==> config.mk <==
export PLATFORM = sky130hd
export DESIGN_NAME = hx8352_bus_arbiter
export DESIGN_NICKNAME = d
export VERILOG_FILES = /design/src/rtl/hx8352_bus_arbiter.sv
export SDC_FILE = /design/constraint.sdc
export NUM_CORES = 1
export LEC_CHECK = 0
export CORE_ASPECT_RATIO = 1.1
export CORE_UTILIZATION = 35
export CTS_CLUSTER_SIZE = 12
export DETAILED_ROUTE_END_ITERATION = 12
export HOLD_SLACK_MARGIN = 0.02
export PLACE_DENSITY = 0.68
export RECOVER_POWER = 25
export SLEW_MARGIN = 20
export SYNTH_ARGS = -nofsm -noshare
export SYNTH_HDL_FRONTEND = slang
export SYNTH_SLANG_ARGS = --single-unit
==> constraint.sdc <==
create_clock -name clk -period 5.3 [get_ports clk]
set_clock_uncertainty 0.1 [all_clocks]
set_input_delay 1.325 -clock clk [delete_from_list [all_inputs] [get_ports clk]]
set_output_delay 1.325 -clock clk [all_outputs]
set_load 0.01 [all_outputs]
==> src/rtl/hx8352_bus_arbiter.sv <==
// HX8352 parallel write-bus arbiter: two valid/ready requesters share one
// 16-bit bus. Ownership is round-robin at burst boundaries, and the
// CS/RS/WR strobes are timed from the cycle-count parameters below.
//
// state  | meaning
// IDLE   | bus free, arbitrating between requesters
// SETUP  | CS low, RS/data driven, WR high
// STROBE | WR low
// HOLD   | WR high, data held; last cycle decides next beat / wait / gap
// WAIT   | burst open, owner has no beat yet; CS stays low
// GAP    | CS high between bursts
module hx8352_bus_arbiter #(
   parameter int T_SETUP  = 1,
   parameter int T_WR_LOW = 2,
   parameter int T_HOLD   = 1,
   parameter int T_CS_GAP = 2
) (
   input  logic        clk,
   input  logic        rst,
   input  logic        req0_valid,
   input  logic        req0_rs,
   input  logic [15:0] req0_data,
   input  logic        req0_last,
   output logic        req0_ready,
   input  logic        req1_valid,
   input  logic        req1_rs,
   input  logic [15:0] req1_data,
   input  logic        req1_last,
   output logic        req1_ready,
   output logic        lcd_cs,
   output logic        lcd_rs,
   output logic        lcd_wr,
   output logic        lcd_rd,
   output logic [15:0] data_output,
   output logic [1:0]  grant,
   output logic        busy
);

   // A zero count would make a state vanish, so it is clamped to one cycle.
   localparam int TS_E = (T_SETUP  < 1) ? 1 : T_SETUP;
   localparam int TW_E = (T_WR_LOW < 1) ? 1 : T_WR_LOW;
   localparam int TH_E = (T_HOLD   < 1) ? 1 : T_HOLD;
   localparam int TG_E = (T_CS_GAP < 1) ? 1 : T_CS_GAP;

   localparam logic [3:0] LD_SETUP = 4'(TS_E - 1);
   localparam logic [3:0] LD_WR    = 4'(TW_E - 1);
   localparam logic [3:0] LD_HOLD  = 4'(TH_E - 1);
   localparam logic [3:0] LD_GAP   = 4'(TG_E - 1);

   typedef enum logic [2:0] {IDLE, SETUP, STROBE, HOLD, WAIT, GAP} state_t;

   state_t     state;
   logic [3:0] phase;
   logic       owner;
   logic       last_l;
   logic       last_owner;
   logic       pick0;
   logic       pick1;
   logic       cont;
   logic       accept;

   assign lcd_rd = 1'b1;

   // Tie goes to the requester that did not own the previous burst.
   assign pick0 = req0_valid && (!req1_valid || last_owner);
   assign pick1 = req1_valid && (!req0_valid || !last_owner);
   assign cont  = (state == WAIT) || (state == HOLD && phase == 4'd0 && !last_l);

   // Combinational ready: arbitration in IDLE, owner-only inside a burst.
   always_comb begin
      req0_ready = 1'b0;
      req1_ready = 1'b0;
      if (!rst) begin
         if (state == IDLE) begin
            req0_ready = pick0;
            req1_ready = pick1;
         end else if (cont) begin
            req0_ready = !owner && req0_valid;
            req1_ready = owner && req1_valid;
         end
      end
   end

   assign accept = req0_ready || req1_ready;

   // Sequencer state, phase down-counter, beat latch and registered bus pins.
   always_ff @(posedge clk) begin
      if (rst) begin
         state       <= IDLE;
         phase       <= 4'd0;
         owner       <= 1'b0;
         last_l      <= 1'b0;
         last_owner  <= 1'b1;
         lcd_cs      <= 1'b1;
         lcd_wr      <= 1'b1;
         lcd_rs      <= 1'b1;
         data_output <= 16'h0000;
         grant       <= 2'b00;
         busy        <= 1'b0;
      end else if (accept) begin
         owner       <= req1_ready;
         last_l      <= req1_ready ? req1_last : req0_last;
         lcd_rs      <= req1_ready ? req1_rs : req0_rs;
         data_output <= req1_ready ? req1_data : req0_data;
         grant       <= req1_ready ? 2'b10 : 2'b01;
         state       <= SETUP;
         phase       <= LD_SETUP;
         lcd_cs      <= 1'b0;
         lcd_wr      <= 1'b1;
         busy        <= 1'b1;
      end else begin
         case (state)
            IDLE, WAIT: ;
            SETUP: begin
               if (phase == 4'd0) begin
                  state  <= STROBE;
                  phase  <= LD_WR;
                  lcd_wr <= 1'b0;
               end else begin
                  phase <= phase - 4'd1;
               end
            end
            STROBE: begin
               if (phase == 4'd0) begin
                  state  <= HOLD;
                  phase  <= LD_HOLD;
                  lcd_wr <= 1'b1;
               end else begin
                  phase <= phase - 4'd1;
               end
            end
            HOLD: begin
               if (phase == 4'd0) begin
                  if (last_l) begin
                     state      <= GAP;
                     phase      <= LD_GAP;
                     lcd_cs     <= 1'b1;
                     grant      <= 2'b00;
                     last_owner <= owner;
                  end else begin
                     state <= WAIT;
                  end
               end else begin
                  phase <= phase - 4'd1;
               end
            end
            GAP: begin
               if (phase == 4'd0) begin
                  state <= IDLE;
                  busy  <= 1'b0;
               end else begin
                  phase <= phase - 4'd1;
               end
            end
            default: state <= IDLE;
         endcase
      end
   end

endmodule

==> flow_summary.json, run 1 <==
{
  "fp.dieH_um": 80.00,
  "timing.slew.headroom": 0.2930,
  "io-pin-count": 65,
  "period_minus_slack_ns": 4.547,
  "initialDrtViolationCount": 104,
  "yosys_cell_types": 50,
  "die_width_um": 72.91,
  "buffers_added_on_ports": 63,
  "leading_cell_type_in_the_layout_fill_and_taps_excluded": "sky130_fd_sc_hd__clkdlybuf4s50_1",
  "critPathMaxFanout": 5,
  "number_of_register_bits_inferred_by_synthesis": 32,
  "clkTransAtPathRegs_ns": 0.06,
  "tritoncts_clock_tree": "done",
  "overflow": 0,
  "synth_warnings": 0,
  "ys_dominant_reg_cell": "sky130_fd_sc_hd__dfxtp_1",
  "initial_core_util": 0.3611,
  "finalSetupTns_ns": 0,
  "min_delay_path_depth": 2,
  "tritoncts.num_buffers": 5,
  "critical_path.cell_chain": "clkdlybuf4s50_1, inv_1, o311ai_4, or2_2, inv_2, clkdlybuf4s50_1",
  "power.density_cell_area_mw_per_mm2": 516.5,
  "post-route-drc-count": 0,
  "report.final.setup_viol": 0,
  "synth_area_in_simple_gates": 0.1164,
  "rows": 28,
  "worst_hold_path_type": "reg -> reg",
  "yosys.area_share.adder": 0.01293,
  "critical_path.top_delay_family": "buffers and inverters",
  "worst-path-buf-inv": 4,
  "synthArstFlopShare": 0,
  "netlist_area_sq_mm": 0.001936,
  "worst_vdd_ir_v": 0.0002911,
  "post_route_cells_drive_above_1_share": 0.1423,
  "result_of_the_run": "finished clean",
  "timing.final.crit_share": 0.8579,
  "maxSlewViolCount": 0,
  "cts-resized-gates": 0,
  "core_region_area_sq_mm": 0.005360,
  "cpMostUsedCell": "sky130_fd_sc_hd__clkdlybuf4s50_1",
  "avgRoutedWirePerCell_um": 14.09,
  "synthesis.area_per_instance_sq_um": 9.535,
  "total_leakage_power_nw": 1.004,
  "ff2ff_path_depth": 5,
  "cts-htree-levels": 2,
  "area_growth_pct": 37.10,
  "finalWirelength_um": 4720,
  "clock_path_buffers": 2,
  "first_pass_iters": 4,
  "global_route_wire_length_before_repair_um": 7990,
  "critical_path_arrival_ns": 3.12,
  "post_cts.repair.setup_buffers": 0,
  "die_area_sq_mm": 0.005832,
  "unrepaired_setup_endpoints_after_global_routing": "no",
  "synthesized_netlist_net_count": 245,
  "clock_latency_ns": 0.29,
  "endpoint_kind": "primary output",
  "dp_hpwl_um": 3224,
  "synth_xor_xnor_area_share": 0.004525,
  "cts.root.buffer_cell": "sky130_fd_sc_hd__clkbuf_8",
  "vias_per_cell": 5.284,
  "design.final.nets": 301,
  "insertedDiodeCount": 0,
  "r2r_slack_ns": 2.98,
  "synthesis.instances": 203,
  "totalPowerFinal_w": 0.001371,
  "synth_compound_area_frac": 0.3963,
  "main_combinational_cell_family_by_area_after_synthesis": "compound AO/OA/AOI/OAI gates",
  "grt_max_degree": 39,
  "timing.critical_path.slowest_stage_cell": "sky130_fd_sc_hd__clkdlybuf4s50_1",
  "measured_slew_at_the_worst_slew_check_pin_ns": 1.060,
  "timing.setup.critical_path_class": "in -> out",
  "gp_routability_congestion": 0.8198,
  "synth.area.mux_share": 0.005171,
  "grt_pass1_vias": 1750,
  "final-hold-violation-count": 0,
  "grt_usage": 0.1789,
  "most-common-layout-cells": "50 x sky130_fd_sc_hd__clkdlybuf4s50_1, 32 x sky130_fd_sc_hd__dfxtp_1, 24 x sky130_fd_sc_hd__inv_1, 17 x sky130_fd_sc_hd__o211ai_1, 17 x sky130_fd_sc_hd__o32a_1",
  "number_of_cells_on_the_critical_path": 6,
  "clock_sinks": 32,
  "worstPathRequired_ns": 3.88,
  "synth-seq-area-share": 0.3310,
  "ant_nets": 0,
  "routed-via-count": 1770,
  "cts_hold_repair.buffers": 0,
  "critPathLaunchType": "input port",
  "maxClockFrequency_ghz": 0.2199,
  "grt_antenna_before_repair": 0,
  "synth-edff-count": 0,
  "timing.critical_path.slowest_cell_delay_ns": 0.54,
  "timing.max_cap.violations": 0
}
[per-layer routing]
metal | GRT usage | share of wire | up-vias
li1 | - | - | 870
met2 | 0.3019 | 0.47 | 64
met4 | 0.06471 | 0.014 | 0
met3 | 0.06692 | 0.074 | 7
met1 | 0.2043 | 0.44 | 829
met5 | 0 | 0 | -
[sequential cells by signal (all words and copies together), names as in the netlist, 2 cells and up]
| signal | flops |
|---|---|
| state | 3 |
| data_output | 16 |
| phase | 4 |
| grant | 2 |
[layout make-up]
class | count | area, sq um
Sequential cell | 32 | 640.6
Clock buffer | 6 | 82.58
Clock inverter | 2 | 10.01
Multi-Input combinational cell | 125 | 1054
Inverter | 25 | 93.84
Fill cell | 525 | 2706
Timing Repair Buffer | 70 | 679.4
Tap cell | 75 | 93.84
[cell families after synthesis]
kind of cell | Yosys count
multiplexers | 1
AO/OA/AOI/OAI | 80
XOR/XNOR | 1
other | 1
adder cells (fa/ha/maj) | 2
flip-flops | 32
AND/OR/NAND/NOR | 40
buffers and inverters | 46
[cells in the mapped netlist (2+ instances only)]
cell / instances / share of area
sky130_fd_sc_hd__dfxtp_1: 32 / 0.33
sky130_fd_sc_hd__inv_1: 24 / 0.047
sky130_fd_sc_hd__o211ai_1: 17 / 0.066
sky130_fd_sc_hd__o32a_1: 17 / 0.088
sky130_fd_sc_hd__a2bb2oi_2: 12 / 0.093
sky130_fd_sc_hd__nor2_1: 9 / 0.017
sky130_fd_sc_hd__nor3_1: 7 / 0.018
sky130_fd_sc_hd__a21oi_1: 6 / 0.016
sky130_fd_sc_hd__buf_4: 6 / 0.023
sky130_fd_sc_hd__a2bb2oi_1: 5 / 0.023
sky130_fd_sc_hd__buf_2: 5 / 0.013
sky130_fd_sc_hd__buf_6: 5 / 0.029
sky130_fd_sc_hd__nand2_1: 5 / 0.0097
sky130_fd_sc_hd__o21ai_0: 5 / 0.013
sky130_fd_sc_hd__clkbuf_1: 4 / 0.0078
sky130_fd_sc_hd__a211oi_1: 2 / 0.0078
sky130_fd_sc_hd__a311o_1: 2 / 0.010
sky130_fd_sc_hd__a32oi_1: 2 / 0.0091
sky130_fd_sc_hd__and2_1: 2 / 0.0065
sky130_fd_sc_hd__ha_1: 2 / 0.013
sky130_fd_sc_hd__nand2b_1: 2 / 0.0065
sky130_fd_sc_hd__nand3_1: 2 / 0.0052
sky130_fd_sc_hd__nand3b_1: 2 / 0.0078
sky130_fd_sc_hd__nor2b_1: 2 / 0.0065
[where the power goes]
group	internal [W]	switching (W)	leakage, nW
Clock	0.000103	0.0000897	0.0510
Sequential	0.000338	0.0000784	0.265
Combinational	0.000371	0.000390	0.688
[final timing paths]
check,from,end
setup / recovery,rst,req0_ready
hold / removal,data_output[4]$_SDFFE_PP0P_,data_output[4]$_SDFFE_PP0P_
setup reg to reg,state[2]$_SDFFE_PP0P_,lcd_wr$_SDFFE_PP1P_
hold reg to reg,data_output[4]$_SDFFE_PP0P_,data_output[4]$_SDFFE_PP0P_
[stage by stage]
stage / cells / setup slack [ns] / instance area, sq um / utilization / hold slack, ns
2_1_floorplan: 203 / 1.815 / 1936 / - / 0.3877
4_1_cts: 335 / 0.7576 / 2651 / 0.4946 / 0.4084
3_3_place_gp: 327 / 0.8312 / 2559 / 0.4774 / 0.3911
5_1_grt: 335 / 0.6668 / 2654 / 0.4951 / 0.4256
6_report: 335 / 0.7530 / 2654 / 0.4951 / 0.4018
3_5_place_dp: 327 / 0.7627 / 2559 / 0.4774 / 0.3961
[tightest hold or removal path: stages (launching register included)]
cell	delay, ns
sky130_fd_sc_hd__dfxtp_1	0.31
sky130_fd_sc_hd__o211ai_1	0.08
sky130_fd_sc_hd__a2bb2oi_1	0.07
No activity file was read; power rests on OpenSTA's default activity.
==> run 2, diff against run 1 <==
- CAP_MARGIN: unset -> 20
- SKIP_CTS_REPAIR_TIMING: unset -> 1
==> results of run 2 <==
Final layout, timing and power as in run 1 (identical DEF).
